<file path="src/rtl/alu_pkg.sv">
// Shared opcode and FSM state definitions for the sequential ALU.
package alu_pkg;

  typedef enum logic [2:0] {
    OP_ADD = 3'b000,
    OP_SUB = 3'b001,
    OP_AND = 3'b010,
    OP_OR  = 3'b011,
    OP_SHL = 3'b100,
    OP_SHR = 3'b101,
    OP_SRA = 3'b110,
    OP_MUL = 3'b111
  } op_e;

  typedef enum logic [1:0] {
    ST_IDLE = 2'd0,
    ST_EXEC = 2'd1,
    ST_DONE = 2'd2
  } state_e;

  // True for the three shift opcodes, which iterate only when shamt is nonzero.
  function automatic logic is_shift(input op_e op);
    return (op == OP_SHL) || (op == OP_SHR) || (op == OP_SRA);
  endfunction

endpackage

</file>
<file path="src/rtl/alu_core.sv">
// Combinational single-cycle ALU: ADD/SUB/AND/OR with flags. Any other opcode
// passes operand a through with carry clear, which is exactly the result of a
// zero-distance shift.
module alu_core
  import alu_pkg::*;
#(
  parameter int WIDTH = 8
) (
  input  logic [WIDTH-1:0] a_i,
  input  logic [WIDTH-1:0] b_i,
  input  op_e              op_i,
  output logic [WIDTH-1:0] result_o,
  output logic             carry_o,
  output logic             overflow_o,
  output logic             zero_o,
  output logic             negative_o
);

  localparam int MSB = WIDTH - 1;

  logic [WIDTH:0] add_sum;
  logic [WIDTH:0] sub_sum;

  // Subtraction as a + ~b + 1 so that the carry out means "no borrow".
  assign add_sum = {1'b0, a_i} + {1'b0, b_i};
  assign sub_sum = {1'b0, a_i} + {1'b0, ~b_i} + (WIDTH+1)'(1);

  // Opcode decode and flag generation.
  always_comb begin
    result_o   = a_i;
    carry_o    = 1'b0;
    overflow_o = 1'b0;
    case (op_i)
      OP_ADD: begin
        result_o   = add_sum[MSB:0];
        carry_o    = add_sum[WIDTH];
        overflow_o = (a_i[MSB] == b_i[MSB]) && (add_sum[MSB] != a_i[MSB]);
      end
      OP_SUB: begin
        result_o   = sub_sum[MSB:0];
        carry_o    = sub_sum[WIDTH];
        overflow_o = (a_i[MSB] != b_i[MSB]) && (sub_sum[MSB] != a_i[MSB]);
      end
      OP_AND: result_o = a_i & b_i;
      OP_OR:  result_o = a_i | b_i;
      default: result_o = a_i;
    endcase
    zero_o     = (result_o == '0);
    negative_o = result_o[MSB];
  end

endmodule

</file>
<file path="src/rtl/alu_seq.sv">
// Sequential ALU with valid/ready handshakes. Single-cycle ops resolve in the
// combinational core; shifts walk one bit per cycle and MUL runs a shift-add
// loop, both in EXEC, before the registered result is presented in DONE.
module alu_seq
  import alu_pkg::*;
#(
  parameter  int WIDTH = 8,
  localparam int SHW   = $clog2(WIDTH)
) (
  input  logic             clk,
  input  logic             rst,
  input  logic             in_valid,
  output logic             in_ready,
  input  logic [WIDTH-1:0] a,
  input  logic [WIDTH-1:0] b,
  input  logic [2:0]       op,
  input  logic [SHW-1:0]   shamt,
  output logic             out_valid,
  input  logic             out_ready,
  output logic [WIDTH-1:0] result,
  output logic             carry,
  output logic             overflow,
  output logic             zero,
  output logic             negative
);

  localparam int CNT_W = SHW + 1;
  localparam int MSB   = WIDTH - 1;

  state_e             state_q;
  op_e                op_q;
  logic [WIDTH-1:0]   a_q;
  logic [2*WIDTH-1:0] work_q;
  logic [CNT_W-1:0]   cnt_q;
  logic               in_ready_q;
  logic               out_valid_q;
  logic [WIDTH-1:0]   result_q;
  logic               carry_q;
  logic               overflow_q;
  logic               zero_q;
  logic               negative_q;

  op_e                op_in;
  logic [WIDTH-1:0]   core_result;
  logic               core_carry;
  logic               core_overflow;
  logic               core_zero;
  logic               core_negative;

  logic [WIDTH:0]     mul_sum;
  logic [2*WIDTH-1:0] work_d;
  logic               iter_carry_d;
  logic [WIDTH-1:0]   iter_result_d;

  assign op_in = op_e'(op);

  alu_core #(
    .WIDTH(WIDTH)
  ) u_core (
    .a_i       (a),
    .b_i       (b),
    .op_i      (op_in),
    .result_o  (core_result),
    .carry_o   (core_carry),
    .overflow_o(core_overflow),
    .zero_o    (core_zero),
    .negative_o(core_negative)
  );

  // One iteration step. Shifts use the low half of work_q; MUL keeps the
  // partial product in the upper half and the remaining multiplier bits in the
  // lower half, retiring one multiplier bit per cycle.
  always_comb begin
    mul_sum      = {1'b0, work_q[2*WIDTH-1:WIDTH]} + (work_q[0] ? {1'b0, a_q} : '0);
    work_d       = work_q;
    iter_carry_d = 1'b0;
    case (op_q)
      OP_SHL: begin
        work_d       = {{WIDTH{1'b0}}, work_q[MSB-1:0], 1'b0};
        iter_carry_d = work_q[MSB];
      end
      OP_SHR: begin
        work_d       = {{WIDTH{1'b0}}, 1'b0, work_q[MSB:1]};
        iter_carry_d = work_q[0];
      end
      OP_SRA: begin
        work_d       = {{WIDTH{1'b0}}, work_q[MSB], work_q[MSB:1]};
        iter_carry_d = work_q[0];
      end
      OP_MUL: begin
        work_d       = {mul_sum, work_q[MSB:1]};
        iter_carry_d = |mul_sum[WIDTH:1];
      end
      default: begin
        work_d       = work_q;
        iter_carry_d = 1'b0;
      end
    endcase
    iter_result_d = work_d[MSB:0];
  end

  // Control FSM with registered handshake, result and flag outputs.
  always_ff @(posedge clk) begin
    if (rst) begin
      state_q     <= ST_IDLE;
      op_q        <= OP_ADD;
      a_q         <= '0;
      work_q      <= '0;
      cnt_q       <= '0;
      in_ready_q  <= 1'b1;
      out_valid_q <= 1'b0;
      result_q    <= '0;
      carry_q     <= 1'b0;
      overflow_q  <= 1'b0;
      zero_q      <= 1'b0;
      negative_q  <= 1'b0;
    end else begin
      case (state_q)
        ST_IDLE: begin
          if (in_valid) begin
            op_q       <= op_in;
            a_q        <= a;
            in_ready_q <= 1'b0;
            if (op_in == OP_MUL) begin
              work_q  <= {{WIDTH{1'b0}}, b};
              cnt_q   <= CNT_W'(WIDTH);
              state_q <= ST_EXEC;
            end else if (is_shift(op_in) && (shamt != '0)) begin
              work_q  <= {{WIDTH{1'b0}}, a};
              cnt_q   <= {1'b0, shamt};
              state_q <= ST_EXEC;
            end else begin
              result_q    <= core_result;
              carry_q     <= core_carry;
              overflow_q  <= core_overflow;
              zero_q      <= core_zero;
              negative_q  <= core_negative;
              out_valid_q <= 1'b1;
              state_q     <= ST_DONE;
            end
          end
        end
        ST_EXEC: begin
          work_q <= work_d;
          cnt_q  <= cnt_q - CNT_W'(1);
          if (cnt_q == CNT_W'(1)) begin
            result_q    <= iter_result_d;
            carry_q     <= iter_carry_d;
            overflow_q  <= 1'b0;
            zero_q      <= (iter_result_d == '0);
            negative_q  <= iter_result_d[MSB];
            out_valid_q <= 1'b1;
            state_q     <= ST_DONE;
          end
        end
        ST_DONE: begin
          if (out_ready) begin
            out_valid_q <= 1'b0;
            in_ready_q  <= 1'b1;
            state_q     <= ST_IDLE;
          end
        end
        default: begin
          state_q    <= ST_IDLE;
          in_ready_q <= 1'b1;
        end
      endcase
    end
  end

  assign in_ready  = in_ready_q;
  assign out_valid = out_valid_q;
  assign result    = result_q;
  assign carry     = carry_q;
  assign overflow  = overflow_q;
  assign zero      = zero_q;
  assign negative  = negative_q;

endmodule
</file>
<file path="config.mk">
export PLATFORM = sky130hd
export DESIGN_NAME = alu_seq
export DESIGN_NICKNAME = d
export VERILOG_FILES = /design/src/rtl/alu_pkg.sv /design/src/rtl/alu_core.sv /design/src/rtl/alu_seq.sv
export SDC_FILE = /design/constraint.sdc
export NUM_CORES = 1
export LEC_CHECK = 0
export ABC_CLOCK_PERIOD_IN_PS = 6000
export BUFFER_PORTS_ARGS = -buffer_cell sky130_fd_sc_hd__clkbuf_2
export CAP_MARGIN = 10
export CELL_PAD_IN_SITES_DETAIL_PLACEMENT = 1
export CELL_PAD_IN_SITES_GLOBAL_PLACEMENT = 2
export CORE_MARGIN = 4
export CORE_UTILIZATION = 37
export CTS_CLUSTER_DIAMETER = 50
export CTS_CLUSTER_SIZE = 20
export DETAILED_ROUTE_END_ITERATION = 6
export GPL_TIMING_DRIVEN = 0
export PLACE_DENSITY = 0.87
export SYNTH_ARGS = -nofsm -noshare
export SYNTH_HDL_FRONTEND = slang
export SYNTH_SLANG_ARGS = --single-unit
</file>
<file path="constraint.sdc">
create_clock -name clk -period 6 [get_ports clk]
set_clock_uncertainty 0.2 [all_clocks]
set_input_delay 0.6 -clock clk [delete_from_list [all_inputs] [get_ports clk]]
set_output_delay 0.6 -clock clk [all_outputs]
set_load 0.02 [all_outputs]
</file>
[Word-level counts from Yosys, hierarchy flattened]
Cells that the tools add are included.
Word-level totals
  word-level logic and storage cells: 122
  input port bits: 26
  register bits after elaboration: 47
  output and inout port bits: 14
Cells by class
  mux-type cells: 54
  reductions and logical operators: 21
  bitwise logic cells: 4
  add/subtract/negate cells: 5
  eq/ne operators: 25
Operator list (number)
  16-bit one-hot mux with 4 select lines: 1
  16-bit two-way mux: 3
  8-bit two-way mux: 5
  16-bit one-hot mux with 2 select lines: 1
  8-bit one-hot mux with 4 select lines: 1
  8-bit by 8-bit adder with 9-bit output: 3
  3-bit equality test (second input constant): 8
  1-bit two-way mux: 23
  8-bit logical NOT: 2
  8-bit one-hot mux with 2 select lines: 1
  4-bit two-way mux: 3
  1-bit one-hot mux with 2 select lines: 6
  2-bit two-way mux: 5
  2-bit inequality test (second input constant): 5
  9-bit by 1-bit adder with 9-bit output (second input constant): 1
  1-bit one-hot mux with 3 select lines: 3
  3-bit AND reduction: 3
  8-bit AND: 1
  8-bit inverter: 1
  8-bit OR: 1
  4-bit one-hot mux with 2 select lines: 1
  8-bit OR reduction: 1
  3-bit by 2-bit equality test with 1-bit output (second input constant): 2
  2-bit one-hot mux with 3 select lines: 1
  21 further kinds: 27

[Longest topological paths before layout]
Gate-level depths: netlist of the first run.
  word-level depth: 10
  depth in mapped cells: 11

[Cells and area by module]
A second synthesis of the first run with hierarchy kept.
Second synthesis, totals
  cells, all modules: 517
  area, all modules: 4005.1 µm²
By module, submodules not included
  alu_seq: area an instance 2686.3 µm², seq. area each 940.9 µm², cells each 346, times used 1
  alu_core: area an instance 1318.8 µm², seq. area each 0.0 µm², cells each 171, times used 1

[Worst setup path before layout of the first run]
No wires, ideal clock.
  path type: input to register
  from: in a[0]
  to: reg zero_q, in the netlist zero
  path buffers: 0
  required time: 5.741 ns
  cell stages on the path: 10
  library setup time: 0.059 ns
  setup slack: 3.131 ns
  arrival: 2.609 ns
  path through: inv_1 ha_1 inv_1 fa_1 mux4_2 nor2_1 a21oi_1 or3_1 nor4_2 a41o_1
Between the ends
  word-level cells in the longest chain between the ends: 8
  elaborated cells between the ends (all ways): 11
  classes of those cells: add/sub: 3; mux: 5; bitwise: 2; reduce/logical: 1
RTL lines
  start: declaration: RTL line alu_seq.sv:14  | input logic [WIDTH-1:0] a,
  8-bit by 8-bit adder with 9-bit output: RTL line alu_core.sv:26  | assign sub_sum = {1'b0, a_i} + {1'b0, ~b_i} + (WIDTH+1)'(1);
  9-bit by 1-bit adder with 9-bit output: RTL line alu_core.sv:26
  8-bit one-hot mux with 4 select lines *: RTL line alu_core.sv:33  | case (op_i)
  8-bit logical NOT *: RTL line alu_core.sv:48  | zero_o = (result_o == '0);
  1-bit two-way mux *: RTL line alu_seq.sv:128  | end else if (is_shift(op_in) && (shamt != '0)) begin
  1-bit two-way mux *: RTL line alu_seq.sv:124  | if (op_in == OP_MUL) begin
  1-bit two-way mux *: RTL line alu_seq.sv:120  | if (in_valid) begin
  1-bit one-hot mux with 2 select lines *: RTL line alu_seq.sv:118  | case (state_q)
  end signal: assignment: RTL line alu_seq.sv:136  | zero_q <= core_zero;
  end signal: assignment: RTL line alu_seq.sv:150  | zero_q <= (iter_result_d == '0);
  end: declaration: RTL line alu_seq.sv:40  | logic zero_q;
Mark *: on every way between the ends. The rest lies on a longest branch, timed or not. The select of a mux whose other input is x is not followed.
A chain may end at the register's enable or synchronous reset.

[Final worst setup path of the first run]
Ends and elaborated chain as after synthesis.

==> results of run 1 <==
==> where the power goes <==
group | internal [mW] | switching (mW)
sequential | 0.327 | 0.0160
combinational | 0.104 | 0.185
clock | 0.0785 | 0.110
total | 0.509 | 0.311
==> flip-flops by register name, summed over array words and instances (netlist names), 2 cells and up <==
| register | flops |
|---|---|
| a_q | 8 |
| cnt_q | 4 |
| op_q | 3 |
| result | 8 |
| state_q | 2 |
| work_q | 16 |
==> per-stage QoR <==
| stage | utilization (%) | cells | total power, mW | area, sq um |
|---|---|---|---|---|
| 3_3_place_gp | 41.27 | 693 | 0.6300 | 4223 |
| 5_1_grt | 42.04 | 700 | 0.8694 | 4302 |
| 4_1_cts | 42.04 | 700 | 0.8258 | 4302 |
| 6_report | 42.04 | 700 | 0.8203 | 4302 |
| 3_5_place_dp | 41.27 | 693 | 0.6362 | 4223 |
| 2_1_floorplan | - | 518 | 0.5429 | 3857 |
==> cell type report <==
class                   instances  area [sq um]
clock buffers                   5         68.82
inverters                      36         135.1
well taps                     136         170.2
flip-flops and latches         46         920.9
repair buffers                 39         195.2
fillers                      1333          5929
multi-input cells             402          2636
clock inverters                 2         10.01
plain buffers                  34         165.2
==> worst reg2reg max path: cells and delay by family (launching register included) <==
kind / cells / cell delay [ps]
AND/OR/NAND/NOR: 4 / 730
adder cells (fa/ha/maj): 2 / 650
AO/OA/AOI/OAI: 3 / 630
flip-flops: 1 / 340
buffers and inverters: 1 / 240
XOR/XNOR: 1 / 100
==> worst max path at each step <==
stage / startpoint / end / slack, ps / cells past startpoint
2_1_floorplan: a[0] / zero / 3130 / 10
3_3_place_gp: a[0] / zero / 2570 / 12
3_5_place_dp: a[0] / zero / 2570 / 12
4_1_cts: a[0] / zero / 2900 / 12
5_1_grt: a[0] / zero / 2840 / 12
6_report: a[0] / zero / 2870 / 12
==> cells in the mapped netlist (all sizes together) (2+ instances only) <==
| cell type | instances |
|---|---|
| a31oi | 4 |
| a21oi | 57 |
| o21bai | 3 |
| inv | 35 |
| o221ai | 3 |
| a311oi | 5 |
| a22oi | 9 |
| mux2i | 9 |
| a21boi | 2 |
| nor4 | 5 |
| o2bb2ai | 2 |
| buf | 14 |
| nor3 | 11 |
| and2 | 11 |
| a21o | 5 |
| xor2 | 3 |
| a32oi | 2 |
| ha | 36 |
| clkbuf | 20 |
| a311o | 2 |
| nor2 | 62 |
| o211ai | 16 |
| dfxtp | 46 |
| xnor2 | 10 |
| a211oi | 12 |
| nor2b | 3 |
| nand2b | 3 |
| and3 | 2 |
| nand3 | 10 |
| fa | 3 |
| o21a | 2 |
| or2 | 2 |
| o21ai | 22 |
| nand2 | 59 |
| o31ai | 4 |
| or3 | 4 |
==> layer usage <==
layer | wire (microns) | part of all wire (%)
met5 | 0 | 0
met4 | 230 | 1.8
met2 | 6371 | 49
met3 | 319 | 2.5
met1 | 5991 | 46
==> cell usage in the layout, fill, tap and decap left out, types with 3 or more instances in the layout <==
cell	n
clkbuf_2	39
a22oi_1	9
xnor2_1	10
xor2_1	3
o221ai_1	3
a21oi_1	56
o31ai_1	4
clkbuf_1	20
o211ai_1	16
a211oi_1	11
a31oi_1	4
o21ai_1	5
nor2b_1	3
a21o_1	5
nand3_1	10
clkbuf_8	5
a311oi_1	5
fa_1	3
nand2b_1	3
or3_1	4
nand2_1	58
o21ai_0	16
buf_4	3
ha_1	36
mux2i_1	9
buf_2	9
o21bai_1	3
inv_1	34
dfxtp_1	46
nor4_1	4
nor2_1	60
nor3_1	11
and2_1	11
==> kinds of logic after synthesis <==
family	share of synthesized area, %
simple gates	21.34
compound gates	27.90
buf+inv	7.784
flops	23.87
fa+ha+maj	13.23
xor+xnor	2.952
mux	2.919
==> results.md, run 1 <==
- Residual overflow from global routing: 0
- Maximum VDD drop: 0.07902 mV
- Number of instances in the synthesized netlist: 518
- Required time at the endpoint of the critical path: around 6000 ps
- Post-layout worst setup margin: 2869 ps
- Total power divided by cell area: 190.7 nW/um^2
- CTS tree: yes
- Met2 global-route usage: 38.43%
- Average routed wire per standard cell: 18.45 microns
- Worst reg2reg setup slack: 3000 ps
- Peak per-stage delay on the critical path: 440 ps
- MaxCap Viol Count: 0
- Count of buffers added by post-CTS timing repair for setup: 0
- Starting density of the core: a little under two fifths
- Endpoint type of the worst setup path: flop
- Unrepaired setup endpoints after global routing: false
- Leading post-synthesis cells by cell area: dfxtp_1 24%, ha_1 12%, a21oi_1 7.3%, nor2_1 5.8%, nand2_1 5.6%
- Area leader, netlist: dfxtp_1
- Category of the most critical setup path: in -> reg
- Routability congestion estimate: 0.9020
- Core Region: 10230 sq um
- Worst-path fanout max: 5
- Max-slew violation count: 0
- Sequential share of the synthesized area: about a quarter
- Worst slew margin relative to its limit: 51.31%
- Area share of the leading cell type in the synthesized netlist: 23.87%
- Routed Antenna Nets: 0
- Reg2Reg Capture Point: carry
- Clk Latency, worst-skew pair: 310 ps
- Setup TNS: 0 ps
- Met1 layer usage reported by global route: 28.79%
- Vias in the first global route: 3915
- Die Width: 110.1 microns
- Area delta synth->final: 11.51%
- Endpoint with the worst hold slack: a_q[7]
- Worst hold path startpoint: a_q[7]
- Cell area after synthesis: roughly 3900 sq um
- Hold Slack: 258.1 ps
- I/O pin cnt: 40
- Post-DR vias/cell: 5.560
- Max stage delay cell, worst path: a32oi_1
- Pin count of the biggest net entering global routing: 14
- Count of state elements after synthesis: 46
- Clock Sinks: 46
- Critical R2R Launch: work_q[0]
- Synth Flop Type: dfxtp_1
- Number of design rule violations left after detail routing: 0
- Syn avg cell area: 7.447 sq um
- Syn. warnings: 0
- Number of levels the H-tree was split into: 2
- Routed vias: 3892
- Number of distinct library cells after synthesis: 67
- Synthesized net count: 583
- Die outline area: 12120 sq um
- Number of synthesized flops with an enable pin: 0
- Clock tree root buffer cell: clkbuf_8
- Fraction of the cycle the final worst path needs: 52.19%
- Top cell by count, worst path: inv_1
- Worst Setup Slack post-DPL: 2568 ps
- Post-detailed-placement half-perimeter wirelength: 10.33 mm
- CP delay by family, top: compound AO/OA/AOI/OAI gates
- Share of final-layout standard cells stronger than drive strength 1: 12.94%
- Synth async-reset ratio: 0%
- Number of nets at the end of the flow: approximately 630
- WL final: 12.91 mm
- Length in cells of the worst reg-to-reg path: 11
- Hold violation total from the final report: 0
- Result of the run: completed
- Combined global-route utilization of all metal layers: between 20 and 25%
- Number of buffers inserted by port buffering: 39
- Data arrival time of the critical path: 3150 ps
- CTS resizes: 0
- Clock Pin Slew Worst Setup and Hold Paths: 90 ps
- Worst-margin pin slew: 725.4 ps
- Final min period: 3131 ps
- GR Util met3: under 10%
- Peak clock frequency supported by timing: ~320 MHz
- Count of routing violations after the opening detailed-route iteration: 202
- First-pass GRT wire length: between 20 and 25 mm
- Top Usage Layer GRT: met2
- Antenna violations before repair: 0
- Diode insertion count for antenna repair: 0
- Number of endpoints failing setup at the final stage: 0
- Classification of the worst-slack hold path: reg -> reg
- Number of buffers created by CTS: 5
- Router iterations before antenna repair: 4
- Worst Hold Depth: 2
- Startpoint Class: input pin
- Count of hold buffers inserted by post-cts repair: 0
- Die boundary height: 110.1 microns
- Max Root-Sink Buffers: 2
- Site row count: 37
- Cell breakdown of the critical path: clkbuf_2, inv_1, ha_1, inv_1, fa_1, nor2b_1, o21ai_0, and3_1, o21bai_1, a32oi_1, nor4_2, a41o_1
- Critical path buffers and inverters: 3
- Leakage Power: 1.855 nW
Power figures use the tool's default switching activity.
==> inputs of run 2 (changes only) <==
--- a/config.mk
+++ b/config.mk
@@ -5,18 +5,18 @@
 export SDC_FILE = /design/constraint.sdc
 export NUM_CORES = 1
 export LEC_CHECK = 0
-export ABC_CLOCK_PERIOD_IN_PS = 6000
+export ABC_CLOCK_PERIOD_IN_PS = 2800
 export BUFFER_PORTS_ARGS = -buffer_cell sky130_fd_sc_hd__clkbuf_2
 export CAP_MARGIN = 10
 export CELL_PAD_IN_SITES_DETAIL_PLACEMENT = 1
 export CELL_PAD_IN_SITES_GLOBAL_PLACEMENT = 2
 export CORE_MARGIN = 4
-export CORE_UTILIZATION = 37
+export CORE_UTILIZATION = 31
 export CTS_CLUSTER_DIAMETER = 50
 export CTS_CLUSTER_SIZE = 20
 export DETAILED_ROUTE_END_ITERATION = 6
 export GPL_TIMING_DRIVEN = 0
-export PLACE_DENSITY = 0.87
+export PLACE_DENSITY = 0.78
 export SYNTH_ARGS = -nofsm -noshare
 export SYNTH_HDL_FRONTEND = slang
 export SYNTH_SLANG_ARGS = --single-unit
==> constraint.sdc (replaced) <==
create_clock -name clk -period 2.8 [get_ports clk]
set_clock_uncertainty 0.2 [all_clocks]
set_input_delay 0.28 -clock clk [delete_from_list [all_inputs] [get_ports clk]]
set_output_delay 0.28 -clock clk [all_outputs]
set_load 0.02 [all_outputs]
==> run 2 against run 1 <==
Effect of this change:
- sequential cell count did not move
- register-to-register slack got worse by 2900 ps
- critical path depth fell by 2
- wire length rose by 4.4%
- largest cell class unchanged
==> results.md, run 2 (synthesis results as in run 1) <==
- Result of the run: completed
- Unrepaired setup endpoints after global routing: false
- Required time at the endpoint of the critical path: about 2800 ps
- Most common cell after layout, fill and taps aside: nor2_1
- Clock tree root buffer cell: clkbuf_16
- Diode insertion count for antenna repair: 0
- Top library cells by usage in the layout, fill and taps aside: 60 x nor2_1, 58 x nand2_1, 56 x a21oi_1
- Setup TNS: 0 ps
- Endpoint type of the worst setup path: flop
- Share of final-layout standard cells stronger than drive strength 1: 13.65%
- Worst reg2reg setup slack: 130 ps
- Combined global-route utilization of all metal layers: a little under a fifth
- Max stage delay cell, worst path: fa_1
- Worst slew margin relative to its limit: about 54%
- Top Usage Layer GRT: met2
- Antenna violations before repair: 0
- Flip-flop count of the largest register, all copies and words added: 16
- Number of buffers inserted by port buffering: 39
- Critical path buffers and inverters: 0
- Final cell utilization of the core: around 37%
- Met2 global-route usage: 33.72%
- Cell breakdown of the critical path: and2_1, ha_1, fa_1, a211oi_1, nor2_1, o21a_1, nor2_1, xnor2_1, nor3_1, a31oi_1
- Count of buffers added by post-CTS timing repair for setup: 0
- Peak clock frequency supported by timing: between 300 and 400 MHz
- Peak per-stage delay on the critical path: 430 ps
- Clock Sinks: 46
- Reg2Reg Capture Point: carry
- Post-DR vias/cell: roughly 5.2
- Maximum VDD drop: 0.2094 mV
- Vias in the first global route: 4009
- Worst Setup Slack post-DPL: -312.0 ps
- Pin count of the biggest net entering global routing: 14
- Count of routing violations after the opening detailed-route iteration: 196
- Die outline area: 14290 sq um
- Critical R2R Launch: work_q[0]
- Hold Slack: 101.7 ps
- Number of design rule violations left after detail routing: 0
- MaxCap Viol Count: 0
- Routability congestion estimate: 0.8518
- Number of levels the H-tree was split into: 2
- Length in cells of the worst reg-to-reg path: 10
- Hold violation total from the final report: 0
- Worst Hold Depth: 3
- Fraction of the cycle the final worst path needs: a little over nine tenths
- Worst-margin pin slew: 679.9 ps
- Final min period: 2669 ps
- Top cell by count, worst path: nor2_1
- Worst hold path startpoint: shamt[0]
- Site row count: 40
- Routed vias: between 3000 and 4000
- Clk Latency, worst-skew pair: 300 ps
- WL final: 13.48 mm
- Residual overflow from global routing: 0
- Routed Antenna Nets: 0
- Startpoint Class: flop
- Count of hold buffers inserted by post-cts repair: 0
- Die Width: 119.6 microns
- Starting density of the core: 31.85%
- Router iterations before antenna repair: 4
- Number of endpoints failing setup at the final stage: 0
- GR Util met3: under 10%
- Power, Total: 1.986 mW
- Number of nets at the end of the flow: 628
- Leakage Power: approximately 1.9 nW
- Average routed wire per standard cell: ~18 microns
- Classification of the worst-slack hold path: in -> reg
- Clock Pin Slew Worst Setup and Hold Paths: 70 ps
- Core Region: 12110 sq um
- Max Root-Sink Buffers: 2
- CP delay by family, top: simple AND/OR/NAND/NOR gates
- Post-layout worst setup margin: 131.0 ps
- Total power divided by cell area: 448.7 nW/um^2
- First-pass GRT wire length: roughly 22 mm
- Endpoint with the worst hold slack: cnt_q[0]
- Most flop-heavy register: work_q
- Worst-path fanout max: 13
- Number of buffers created by CTS: 5
- Post-detailed-placement half-perimeter wirelength: 10.73 mm
- CTS tree: yes
- Category of the most critical setup path: reg -> reg
- Area delta synth->final: 14.76%
- Data arrival time of the critical path: 2640 ps
- Die boundary height: roughly 120 microns
- I/O pin cnt: 40
- Met1 layer usage reported by global route: 25.45%
- Max-slew violation count: 0
## run 2: timing repair
| action | 4_1_cts | 5_1_grt |
|---|---|---|
| resized for setup | 1 | 7 |
| pin swaps | 0 | 0 |
| endpoints found under the setup margin | 4 | 5 |
## run 2: layout make-up
cell class / count / area (sq um)
repair buffers: 39 / 197.7
clock buffers: 7 / 142.6
inverters: 36 / 135.1
fillers: 1549 / 7685
clock inverters: 1 / 5.005
flip-flops and latches: 46 / 922.1
well taps: 168 / 210.2
plain buffers: 33 / 161.4
multi-input cells: 402 / 2653
## run 2: worst max-delay path by stage
stage / startpoint / endpoint / cells after the start
after floorplan: a[0] / zero / 10
after global placement: a[0] / zero / 12
after detailed placement: a[0] / zero / 12
after CTS: work_q[0] / work_q[15] / 10
after global routing: a[0] / zero / 11
final: work_q[0] / carry / 10
## run 2: power by group
| group | internal (mW) | switching (mW) | leakage (nW) |
|---|---|---|---|
| clock network | 0.355 | 0.269 | 0.0739 |
| registers | 0.701 | 0.0385 | 0.377 |
| logic | 0.224 | 0.400 | 1.44 |
| total | 1.28 | 0.707 | 1.89 |
## run 2: stage by stage
stage	cells	cell area (sq um)
3_5_place_dp	725	4263
6_report	732	4427
4_1_cts	732	4407
5_1_grt	732	4427
3_3_place_gp	725	4263
2_1_floorplan	518	3857
## run 2: worst min-delay path: stages
cell and delay [ps]:
clkbuf_2 110, nand3_1 70, a311oi_1 80
## run 2: metal layers
metal / vias to the layer above / wire length, microns
li1: 1920 / -
met1: 1854 / 6332
met2: 59 / 6698
met3: 6 / 341
met4: 0 / 108
met5: - / 0
==> inputs of run 3 (changes only) <==
--- a/config.mk
+++ b/config.mk
@@ -8,15 +8,12 @@
 export ABC_CLOCK_PERIOD_IN_PS = 2800
 export BUFFER_PORTS_ARGS = -buffer_cell sky130_fd_sc_hd__clkbuf_2
 export CAP_MARGIN = 10
-export CELL_PAD_IN_SITES_DETAIL_PLACEMENT = 1
-export CELL_PAD_IN_SITES_GLOBAL_PLACEMENT = 2
 export CORE_MARGIN = 4
-export CORE_UTILIZATION = 31
+export CORE_UTILIZATION = 45
 export CTS_CLUSTER_DIAMETER = 50
-export CTS_CLUSTER_SIZE = 20
 export DETAILED_ROUTE_END_ITERATION = 6
 export GPL_TIMING_DRIVEN = 0
-export PLACE_DENSITY = 0.78
+export PLACE_DENSITY = 0.68
 export SYNTH_ARGS = -nofsm -noshare
 export SYNTH_HDL_FRONTEND = slang
 export SYNTH_SLANG_ARGS = --single-unit
==> run 3 against run 2 <==
Effect of this change:
- first-iteration DRC count up 28%
- largest power group unchanged
- clock-buffer cell count unchanged
- core utilization up 15 points
- critical path type is now in -> reg
- final area down 3.7%
- critical endpoint is now zero
- power down 12%
- maximum frequency up 0.52%
==> results.md, run 3 (synthesis results as in run 1) <==
- Result of the run: completed
- Worst hold path startpoint: shamt[0]
- Clock Pin Slew Worst Setup and Hold Paths: 80 ps
- Die boundary height: between 100 and 150 microns
- Count of routing violations after the opening detailed-route iteration: approximately 250
- Average routed wire per standard cell: 17.18 microns
- Diode insertion count for antenna repair: 0
- Worst-path fanout max: 5
- Number of levels the H-tree was split into: 2
- Endpoint with the worst hold slack: cnt_q[0]
- Max Root-Sink Buffers: 2
- Clock Sinks: 46
- Worst-margin pin slew: 687.9 ps
- Switching power share of the total: approximately 37%
- Maximum VDD drop: about 0.24 mV
- Die outline area: 10120 sq um
- Pin count of the biggest net entering global routing: 14
- Site row count: 33
- Count of buffers added by post-CTS timing repair for setup: 0
- Worst reg2reg setup slack: 190 ps
- Required time at the endpoint of the critical path: about 2800 ps
- Clk Latency, worst-skew pair: 300 ps
- Post-route design area: 4263 sq um
- Worst Setup Slack post-DPL: -183.5 ps
- Final min period: 2655 ps
- Cell breakdown of the critical path: clkbuf_2, inv_1, ha_1, inv_1, fa_1, mux4_2, nor2_1, a21oi_1, or3_1, nor4_2, a41o_1
- Unrepaired setup endpoints after global routing: false
- MaxCap Viol Count: 0
- Top library cells by usage in the layout, fill and taps aside: 60 x nor2_1, 58 x nand2_1, 56 x a21oi_1
- Routed Antenna Nets: 0
- Length in cells of the worst reg-to-reg path: 10
- Antenna violations before repair: 0
- Flip-flop count of the largest register, all copies and words added: 16
- Switching power: 0.6458 mW
- Critical path buffers and inverters: 3
- Leakage Power: 1.854 nW
- Share of final-layout standard cells stronger than drive strength 1: 12.97%
- Max-slew violation count: 0
- Data arrival time of the critical path: 2700 ps
- Post-layout worst setup margin: 144.8 ps
- Die Width: about 100 microns
- Core Region: 8258 sq um
- Most flop-heavy register: work_q
- Category of the most critical setup path: in -> reg
- CTS tree: yes
- Endpoint type of the worst setup path: flop
- Classification of the worst-slack hold path: in -> reg
- Vias in the first global route: ~3700
- Worst Hold Depth: 3
- Logic gate share of total power: 34.9%
- Starting density of the core: 46.71%
- WL final: 11.48 mm
- Clk pwr share: 22.9%
- Post-DR vias/cell: 5.946
- Reg2Reg Capture Point: carry
- Peak per-stage delay on the critical path: 470 ps
- Most common cell after layout, fill and taps aside: nor2_1
- Combined global-route utilization of all metal layers: 22.90%
- Max stage delay cell, worst path: mux4_2
- Fraction of the cycle the final worst path needs: 94.83%
- Number of buffers inserted by port buffering: 39
- Number of endpoints failing setup at the final stage: 0
- Number of buffers created by CTS: 5
- Startpoint Class: input pin
- Critical R2R Launch: work_q[0]
- CP delay by family, top: simple AND/OR/NAND/NOR gates
- Number of design rule violations left after detail routing: 0
- Area delta synth->final: 10.51%
- Number of nets at the end of the flow: 628
- Routability congestion estimate: roughly 0.96
- Total internal power: 1.095 mW
- Placed standard-cell area: between 4000 and 5000 sq um
- Clock tree root buffer cell: clkbuf_8
- Residual overflow from global routing: 0
- Total power divided by cell area: around 410 nW/um^2
- Router iterations before antenna repair: 7
- Routed vias: approximately 4000
- Top cell by count, worst path: inv_1
- Proportion of power drawn by flip-flops and latches: 42.2%
- Worst slew margin relative to its limit: 53.83%
- I/O pin cnt: 40
- Hold violation total from the final report: 0
- Post-detailed-placement half-perimeter wirelength: between 9 and 10 mm
- Peak clock frequency supported by timing: 376.6 MHz
- First-pass GRT wire length: 18.46 mm
## run 3: area by class of cell
type,instances,area [sq um]
Tap cell,105,131.4
Timing Repair Buffer,39,195.2
Fill cell,844,3995
Multi-Input combinational cell,402,2641
Sequential cell,46,922.1
Buffer,33,161.4
Clock buffer,7,76.32
Inverter,36,135.1
## run 3: repair_timing
item,4_1_cts,5_1_grt
pin swaps,0,0
gates resized for setup,0,3
hold buffers,0,0
setup endpoints to repair,1,4
## run 3: worst max path at each step
stage | from | end | slack, ps | cells after the start
floorplan | a[0] | zero | 250 | 10
global placement | a[0] | zero | -150 | 12
detailed placement | a[0] | zero | -180 | 12
CTS | work_q[0] | carry | 90 | 10
global route | a[0] | result[6] | 30 | 10
finish | a[0] | zero | 140 | 11
## run 3: power groups by stage
stage                     clock network (mW)  registers [mW]  logic (mW)
after floorplan                            0           0.759       0.405
after global placement                     0           0.745       0.587
after global routing                   0.429           0.742       0.665
after detailed placement                   0           0.748       0.600
after CTS                              0.402           0.735       0.600
final                                  0.399           0.735       0.607
## run 3: layer usage
| layer | vias up | GRT usage (%) | wire (microns) |
|---|---|---|---|
| met5 | - | 0 | 0 |
| li1 | 1918 | - | - |
| met4 | 0 | 8.912 | 336 |
| met1 | 1881 | 30.22 | 4986 |
| met3 | 25 | 2.353 | 596 |
| met2 | 148 | 38.28 | 5560 |
## run 3: metrics by stage
step	instances	util (%)	power [mW]	TNS, ps	hold WS (ps)
after floorplan	518	-	1.163	0	216.0
after global placement	662	50.67	1.332	-249.3	238.9
after detailed placement	662	50.67	1.347	-361.8	244.3
after CTS	668	51.55	1.736	0	77.16
after global routing	668	51.62	1.835	0	102.6
final	668	51.62	1.741	0	85.94
## run 3: worst register-to-register path, delay by kind of cell, from the launching register on
family | cells | cell delay (ps)
DFF | 1 | 390
and+or+nand+nor | 4 | 590
xor gates and xnor gates | 1 | 110
AOI/OAI and AO/OA | 3 | 570
adders and majority gates | 2 | 630
